File: config.mk
export PLATFORM = sky130hd
export DESIGN_NAME = pipeline_hazard_ctrl_flat
export DESIGN_NICKNAME = d
export VERILOG_FILES = /design/src/rtl/pipeline_hazard_ctrl_pkg.sv /design/src/rtl/pipeline_hazard_ctrl_if.sv /design/src/rtl/pipeline_hazard_ctrl_hazard_scoreboard.sv /design/src/rtl/pipeline_hazard_ctrl.sv /design/src/flat_wrapper.sv
export SDC_FILE = /design/constraint.sdc
export NUM_CORES = 1
export LEC_CHECK = 0
export ABC_AREA = 1
export CAP_MARGIN = 20
export CORE_MARGIN = 2
export CORE_UTILIZATION = 35
export CTS_CLUSTER_DIAMETER = 30
export CTS_CLUSTER_SIZE = 30
export DETAILED_ROUTE_END_ITERATION = 10
export PLACE_DENSITY_LB_ADDON = 0.12
export SKIP_CTS_REPAIR_TIMING = 1
export SYNTH_ARGS = -nofsm -noshare
export SYNTH_HDL_FRONTEND = slang
export SYNTH_SLANG_ARGS = --single-unit
File: constraint.sdc
create_clock -name clk -period 1.4 [get_ports clk]
set_input_delay 0.14 -clock clk [delete_from_list [all_inputs] [get_ports clk]]
set_output_delay 0.14 -clock clk [all_outputs]
set_load 0.05 [all_outputs]
File: src/rtl/pipeline_hazard_ctrl_pkg.sv
// ---------------------------------------------------------------------------
// pipeline_hazard_ctrl_pkg
// Shared types for the RV32 pipeline hazard controller:
//   - state_e    : controller states (RUN / STALL / FLUSH)
//   - inst_id_e  : decoded instruction IDs produced by the instruction decoder
//   - uses_rs1 / uses_rs2 / writes_rd : register-usage classification
// ---------------------------------------------------------------------------
package pipeline_hazard_ctrl_pkg;

  localparam int INST_ID_W = 4;  // width of the decoder instruction ID
  localparam int REG_W     = 5;  // architectural register index width
  localparam int CNT_W     = 2;  // flush counter width (FLUSH_CYC is 1..3)

  typedef enum logic [1:0] {
    ST_RUN   = 2'd0,
    ST_STALL = 2'd1,
    ST_FLUSH = 2'd2
  } state_e;

  typedef enum logic [INST_ID_W-1:0] {
    ID_NOP  = 4'd0,
    ID_ADDI = 4'd1,
    ID_ANDI = 4'd2,
    ID_ADD  = 4'd3,
    ID_AND  = 4'd4,
    ID_SUB  = 4'd5,
    ID_BNE  = 4'd6,
    ID_LW   = 4'd7,
    ID_SW   = 4'd8,
    ID_JAL  = 4'd9
  } inst_id_e;

  function automatic logic uses_rs1(inst_id_e id);
    return id inside {ID_ADDI, ID_ANDI, ID_ADD, ID_AND, ID_SUB, ID_BNE, ID_LW, ID_SW};
  endfunction

  function automatic logic uses_rs2(inst_id_e id);
    return id inside {ID_ADD, ID_AND, ID_SUB, ID_BNE, ID_SW};
  endfunction

  // Branches and stores are the only instructions without a destination.
  function automatic logic writes_rd(inst_id_e id);
    return !(id inside {ID_BNE, ID_SW});
  endfunction

endpackage

File: src/rtl/pipeline_hazard_ctrl_if.sv
// ---------------------------------------------------------------------------
// pipeline_hazard_ctrl_if
// Bundle between the decoder / IF / EX logic and the hazard controller.
//   ID side   : id_vld, id_rs1, id_rs2, id_rd, id_instID, id_jmp_vld
//   EX side   : ex_br_taken
//   Controls  : stall_if, stall_id, bubble_ex, flush_if, flush_id, busy
// master = pipeline side (drives ID/EX status), slave = hazard controller.
// ---------------------------------------------------------------------------
interface pipeline_hazard_ctrl_if;
  import pipeline_hazard_ctrl_pkg::*;

  logic                 id_vld;
  logic [REG_W-1:0]     id_rs1;
  logic [REG_W-1:0]     id_rs2;
  logic [REG_W-1:0]     id_rd;
  logic [INST_ID_W-1:0] id_instID;
  logic                 id_jmp_vld;
  logic                 ex_br_taken;
  logic                 stall_if;
  logic                 stall_id;
  logic                 bubble_ex;
  logic                 flush_if;
  logic                 flush_id;
  logic                 busy;

  modport master (
    output id_vld, id_rs1, id_rs2, id_rd, id_instID, id_jmp_vld, ex_br_taken,
    input  stall_if, stall_id, bubble_ex, flush_if, flush_id, busy
  );

  modport slave (
    input  id_vld, id_rs1, id_rs2, id_rd, id_instID, id_jmp_vld, ex_br_taken,
    output stall_if, stall_id, bubble_ex, flush_if, flush_id, busy
  );

endinterface

File: src/rtl/pipeline_hazard_ctrl_hazard_scoreboard.sv
// ---------------------------------------------------------------------------
// hazard_scoreboard
// Tracks destination registers of instructions in EX, MEM and WB as a shift
// register (index 0 = EX) and flags a RAW match against the ID sources.
// Ports:
//   clk, rst            clock, asynchronous active-high reset (clears valids)
//   push_v_i            entry entering EX is a real register write
//   push_rd_i           its destination register
//   push_load_i         it is a load (result only available after MEM)
//   rs1_i/rs2_i         ID source registers
//   use1_i/use2_i       ID instruction is valid and reads that source
//   match_o             RAW hazard that forwarding cannot cover
// ---------------------------------------------------------------------------
module hazard_scoreboard
  import pipeline_hazard_ctrl_pkg::*;
#(
  parameter int FWD_EN   = 1,
  parameter int SB_DEPTH = 3
) (
  input  logic             clk,
  input  logic             rst,
  input  logic             push_v_i,
  input  logic [REG_W-1:0] push_rd_i,
  input  logic             push_load_i,
  input  logic [REG_W-1:0] rs1_i,
  input  logic [REG_W-1:0] rs2_i,
  input  logic             use1_i,
  input  logic             use2_i,
  output logic             match_o
);

  // With forwarding only the EX slot can hurt (load-use); without it, EX and
  // MEM both hazard. WB writes in the first half-cycle, so it never matches.
  localparam int WIN = (FWD_EN != 0) ? 1 : 2;

  logic [SB_DEPTH-1:0] v_q;
  logic [SB_DEPTH-1:0] ld_q;
  logic [REG_W-1:0]    rd_q [SB_DEPTH];

  always_ff @(posedge clk or posedge rst) begin
    if (rst) begin
      v_q <= '0;
    end else begin
      v_q <= {v_q[SB_DEPTH-2:0], push_v_i};
    end
  end

  // Payload only matters where the matching valid bit is set.
  always_ff @(posedge clk) begin
    rd_q[0] <= push_rd_i;
    ld_q[0] <= push_load_i;
    for (int i = 1; i < SB_DEPTH; i++) begin
      rd_q[i] <= rd_q[i-1];
      ld_q[i] <= ld_q[i-1];
    end
  end

  always_comb begin
    match_o = 1'b0;
    for (int i = 0; i < SB_DEPTH; i++) begin
      if ((i < WIN) && v_q[i] && ((FWD_EN == 0) || ld_q[i])) begin
        if (use1_i && (rs1_i != '0) && (rs1_i == rd_q[i])) match_o = 1'b1;
        if (use2_i && (rs2_i != '0) && (rs2_i == rd_q[i])) match_o = 1'b1;
      end
    end
  end

endmodule

File: src/rtl/pipeline_hazard_ctrl.sv
// ---------------------------------------------------------------------------
// pipeline_hazard_ctrl
// Stall/flush/bubble sequencer for the 5-stage RV32 pipeline.
// Ports:
//   clk   pipeline clock
//   rst   asynchronous active-high reset
//   bus   slave side of pipeline_hazard_ctrl_if:
//           in : id_vld, id_rs1, id_rs2, id_rd, id_instID, id_jmp_vld, ex_br_taken
//           out: stall_if, stall_id, bubble_ex, flush_if, flush_id, busy
// All outputs are combinational from state, scoreboard and ID inputs, and are
// forced low while rst is high and during the first cycle after release.
// ---------------------------------------------------------------------------
module pipeline_hazard_ctrl
  import pipeline_hazard_ctrl_pkg::*;
#(
  parameter int FWD_EN    = 1,
  parameter int FLUSH_CYC = 1,
  parameter int SB_DEPTH  = 3
) (
  input logic                   clk,
  input logic                   rst,
  pipeline_hazard_ctrl_if.slave bus
);

  inst_id_e         inst;
  logic             use1, use2, hazard;
  logic             init_q;
  logic             active;
  logic             issue;
  logic             push_v;
  state_e           state_q, state_d;
  logic [CNT_W-1:0] cnt_q, cnt_d;
  logic             stall_if, stall_id, bubble_ex, flush_if, flush_id, busy;

  assign inst = inst_id_e'(bus.id_instID);
  assign use1 = bus.id_vld & uses_rs1(inst);
  assign use2 = bus.id_vld & uses_rs2(inst);

  // Only real register writes occupy the scoreboard; x0 is never a write.
  assign push_v = issue & writes_rd(inst) & (bus.id_rd != '0);

  hazard_scoreboard #(
    .FWD_EN   (FWD_EN),
    .SB_DEPTH (SB_DEPTH)
  ) u_sb (
    .clk         (clk),
    .rst         (rst),
    .push_v_i    (push_v),
    .push_rd_i   (bus.id_rd),
    .push_load_i (inst == ID_LW),
    .rs1_i       (bus.id_rs1),
    .rs2_i       (bus.id_rs2),
    .use1_i      (use1),
    .use2_i      (use2),
    .match_o     (hazard)
  );

  always_comb begin
    active    = ~rst & ~init_q;
    stall_if  = 1'b0;
    stall_id  = 1'b0;
    bubble_ex = 1'b0;
    flush_if  = 1'b0;
    flush_id  = 1'b0;
    issue     = 1'b0;
    state_d   = state_q;
    cnt_d     = cnt_q;
    if (active) begin
      unique case (state_q)
        ST_FLUSH: begin
          flush_id  = 1'b1;
          bubble_ex = 1'b1;
          if (cnt_q == '0) state_d = ST_RUN;
          else             cnt_d   = cnt_q - CNT_W'(1);
        end
        default: begin
          // RUN and STALL share the priority chain: branch > hazard > JAL.
          if (bus.ex_br_taken) begin
            flush_if  = 1'b1;
            flush_id  = 1'b1;
            bubble_ex = 1'b1;
            state_d   = ST_FLUSH;
            cnt_d     = CNT_W'(FLUSH_CYC);
          end else if (hazard) begin
            stall_if  = 1'b1;
            stall_id  = 1'b1;
            bubble_ex = 1'b1;
            state_d   = ST_STALL;
          end else begin
            // A JAL only redirects fetch once it actually issues.
            flush_if  = bus.id_jmp_vld & bus.id_vld;
            issue     = bus.id_vld;
            state_d   = ST_RUN;
          end
        end
      endcase
    end else if (!rst) begin
      // First cycle after reset: controls held low, so ID flows into EX.
      issue = bus.id_vld;
    end
    busy = active & (state_q != ST_RUN);
  end

  always_ff @(posedge clk or posedge rst) begin
    if (rst) begin
      state_q <= ST_RUN;
      cnt_q   <= '0;
      init_q  <= 1'b1;
    end else begin
      state_q <= state_d;
      cnt_q   <= cnt_d;
      init_q  <= 1'b0;
    end
  end

  assign bus.stall_if  = stall_if;
  assign bus.stall_id  = stall_id;
  assign bus.bubble_ex = bubble_ex;
  assign bus.flush_if  = flush_if;
  assign bus.flush_id  = flush_id;
  assign bus.busy      = busy;

endmodule
File: src/flat_wrapper.sv
// flat-port wrapper written by rule: the top's interface ports become plain ports
module pipeline_hazard_ctrl_flat import pipeline_hazard_ctrl_pkg::*;
#(
  parameter int FWD_EN    = 1,
  parameter int FLUSH_CYC = 1,
  parameter int SB_DEPTH  = 3
)
  (clk, rst, bus_id_vld, bus_id_rs1, bus_id_rs2, bus_id_rd, bus_id_instID, bus_id_jmp_vld, bus_ex_br_taken, bus_stall_if, bus_stall_id, bus_bubble_ex, bus_flush_if, bus_flush_id, bus_busy);
  pipeline_hazard_ctrl_if bus_i ();
  input logic clk;
  input logic rst;
  input wire logic [$bits(bus_i.id_vld)-1:0] bus_id_vld;
  input wire logic [$bits(bus_i.id_rs1)-1:0] bus_id_rs1;
  input wire logic [$bits(bus_i.id_rs2)-1:0] bus_id_rs2;
  input wire logic [$bits(bus_i.id_rd)-1:0] bus_id_rd;
  input wire logic [$bits(bus_i.id_instID)-1:0] bus_id_instID;
  input wire logic [$bits(bus_i.id_jmp_vld)-1:0] bus_id_jmp_vld;
  input wire logic [$bits(bus_i.ex_br_taken)-1:0] bus_ex_br_taken;
  output wire logic [$bits(bus_i.stall_if)-1:0] bus_stall_if;
  output wire logic [$bits(bus_i.stall_id)-1:0] bus_stall_id;
  output wire logic [$bits(bus_i.bubble_ex)-1:0] bus_bubble_ex;
  output wire logic [$bits(bus_i.flush_if)-1:0] bus_flush_if;
  output wire logic [$bits(bus_i.flush_id)-1:0] bus_flush_id;
  output wire logic [$bits(bus_i.busy)-1:0] bus_busy;
  assign bus_i.id_vld = bus_id_vld;
  assign bus_i.id_rs1 = bus_id_rs1;
  assign bus_i.id_rs2 = bus_id_rs2;
  assign bus_i.id_rd = bus_id_rd;
  assign bus_i.id_instID = bus_id_instID;
  assign bus_i.id_jmp_vld = bus_id_jmp_vld;
  assign bus_i.ex_br_taken = bus_ex_br_taken;
  assign bus_stall_if = bus_i.stall_if;
  assign bus_stall_id = bus_i.stall_id;
  assign bus_bubble_ex = bus_i.bubble_ex;
  assign bus_flush_if = bus_i.flush_if;
  assign bus_flush_id = bus_i.flush_id;
  assign bus_busy = bus_i.busy;
  pipeline_hazard_ctrl #(.FWD_EN(FWD_EN), .FLUSH_CYC(FLUSH_CYC), .SB_DEPTH(SB_DEPTH)) u_core (.clk(clk), .rst(rst), .bus(bus_i));
endmodule
==> run_results.csv <==
group,metric,value,unit
sta,max_clock_freq,578,MHz
cells_and_area,mostFrequentLayoutCells,"39 x nand2_1, 20 x inv_1, 19 x clkdlybuf4s50_1",
cells_and_area,stdcell_area,1320,µm²
pwr,clock_power_share,20.6,%
route,num_vias,854,
setup_path,cp-endpoint,"bus_stall_if",
sta,finalCritPeriodShare,124,%
place,io_buffers,29,
setup_path,worst-setup-path-type,"primary input to output port",
cells_and_area,area_growth,61.5,%
route,viasPerCell,4.34,
clock_tree,cts-root-buf,"clkbuf_4",
route,drt_first_iter_violations,5,
run_status,violations,"setup timing",
route,drc,0,
clock_tree,path_clk_slew,70,ps
synthesis,synth_area,818,µm²
sta,setup_viol,5,
place,place_area,1260,µm²
run_status,status,"finished, violations left",
global_routing,grt_pass1_wl,3010,µm
cells_and_area,n_fill_cell,207,
setup_path,rrSetupSlack,130,ps
route,first_pass_iters,4,
pwr,p_seq_share,37.1,%
sta,layout_min_cycle_time,1730,ps
global_routing,grt_max_degree,8,
pwr,p_per_area,850,nW/µm²
pwr,internal-power,0.731,mW
sta,maxSlewViolCount,0,
floorplan,core,2210,µm²
cells_and_area,final_cells,197,
clock_tree,cts_tree,"yes",
pwr,power,1.12,mW
synthesis,syn_inst,128,
floorplan,die_h,52.4,µm
sta,rsz0062_at_grt,"yes",
setup_path,crit_path_start,"bus_id_rs2[3]",
synthesis,syn_nets,153,
pwr,power_frac_comb,42.3,%
sta,skew,7.31,ps
clock_tree,cts.sinks,12,
cells_and_area,nNetsFinal,195,
place,place_hpwl,1550,µm
floorplan,io_pins,30,
setup_path,timing.rr.start,"u_core.u_sb.rd_q[0][3]",
sta,hold_violations,0,
global_routing,grt_pass1_vias,786,
clock_tree,clk_path_buf_depth,2,
pwr,ir_drop,0.773,mV
clock_tree,clkLatencyLatePin,280,ps
cells_and_area,num_antenna_cells,0,
floorplan,start_util,37.0,%
pwr,netSwitchingFraction,34.9,%
setup_path,critical_path_arrival,1590,ps
synthesis,yosysSeqAreaShare,33.2,%
setup_path,cp_data_required_time,1260,ps
setup_path,timing.critical_path.fanout_max,3,
route,ant_nets,0,
setup_path,crit_path_start_kind,"primary input",
pwr,power_switching,0.392,mW
route,routed_wl,1840,µm
pwr,p_leak,0.710,nW
place,gp_congestion,0.877,
floorplan,die_w,52.4,µm
setup_path,endpoint_kind,"output port",
setup_path,reg2reg_depth,12,
floorplan,dieArea,2740,µm²
hold_path,hold_path.class,"primary input to flip-flop",
place,dp_cells,192,
setup_path,r2r-end,"u_core.u_sb.v_q[0]",
sta,layout_setup_ws,-329,ps
clock_tree,htreeDepth,1,
cells_and_area,layout-drive-gt1-share,25.4,%
synthesis,yosysUniqueCellTypes,25,
global_routing,grt_antenna_before_repair,0,
synthesis,synth_warnings,0,
synthesis,ys_ff_latch,12,
global_routing,gr-total-overflow,0,
global_routing,track_usage,15.0,%
route,drt-wirelength-per-cell,9.34,µm
floorplan,rows,17,
flow_run,max_cap_violations,0,
cells_and_area,layout_commonest_cell,"nand2_1",
cells_and_area,final_util,59.7,%
clock_tree,cts_buffers,3,
synthesis,syn_avg_cell_area,6.39,µm²
## per-layer routing
metal  part of all wire (%)  wire length [µm]  up-vias  global-route usage (%)
met3                    4.9                91        5                    3.43
met1                     47               861      364                    18.8
met5                      0                 0        -                       0
met4                    2.0                36        0                    7.69
met2                     46               850       19                    23.8
li1                       -                 -      466                       -
## Yosys cell counts, drive strengths merged
master	count	area (µm²)
a21oi	4	23.8
nand3	10	60.1
buf	1	7.51
nand2	43	166
inv	28	108
ha	1	12.5
o22ai	1	6.26
nor3b	1	7.51
dfrtp	5	125
dfstp	1	26.3
nor3	2	10.0
nor2	17	93.8
a21o	1	7.51
conb	1	3.75
xnor2	2	17.5
dfxtp	6	120
nand4	2	12.5
o21ai	2	10.0
## cells by family (layout without fill, tap and decap cells)
group	after synthesis	in the layout	share of synthesized area, %
compound gates	8	8	5.81
other cells	1	1	0.458
simple gates	75	75	42.8
buf+inv	29	70	14.1
fa+ha+maj	1	1	1.53
xor+xnor	2	2	2.14
flops	12	12	33.2
## power by group through the flow
stage | clock network (mW) | logic [mW] | registers, mW
2_1_floorplan | 0 | 0.260 | 0.420
3_3_place_gp | 0 | 0.438 | 0.423
3_5_place_dp | 0 | 0.450 | 0.424
4_1_cts | 0.245 | 0.450 | 0.416
5_1_grt | 0.261 | 0.535 | 0.422
6_report | 0.231 | 0.475 | 0.417
## worst max-delay path: stages
cell and delay [ps]:
clkdlybuf4s50_1 500, inv_1 60, a21oi_1 120, nand2_1 70
nor2_1 80, nand3_1 90, nand2_2 100, nand4_1 160
inv_4 130, buf_12 140
## per-stage QoR
step,setup TNS (ps),hold WS [ps],setup slack [ps]
final,-1140,191,-329
after global routing,-1620,193,-433
after CTS,-1380,282,-364
after detailed placement,-1650,519,-361
after global placement,-1400,513,-317
after floorplan,0,-69.8,5.76
## sequential cells by signal (all words and copies together), names as in the netlist
name and cells:
u_core.cnt_q 2, u_core.init_q 1, u_core.state_q 2, u_core.u_sb.ld_q 1
u_core.u_sb.rd_q 5, u_core.u_sb.v_q 1
## cell type report
type / instances / area, µm² / area share, %
clock buffer: 4 / 26.3 / 1.99
inverter: 28 / 110 / 8.33
multi-input combinational: 87 / 444 / 33.6
sequential: 12 / 274 / 20.7
tap: 28 / 35.0 / 2.65
timing repair buffer: 38 / 432 / 32.7
## how the worst min path moves through the flow
stage,start,to,cells after the start
floorplan,rst,u_core.cnt_q[0],1
global placement,u_core.state_q[1],u_core.state_q[1],2
detailed placement,u_core.state_q[1],u_core.state_q[1],2
CTS,rst,u_core.cnt_q[0],3
global route,bus_id_instID[2],u_core.u_sb.ld_q[0],3
finish,bus_id_instID[2],u_core.u_sb.ld_q[0],3
Note: power is estimated with default switching activity, not from simulation.
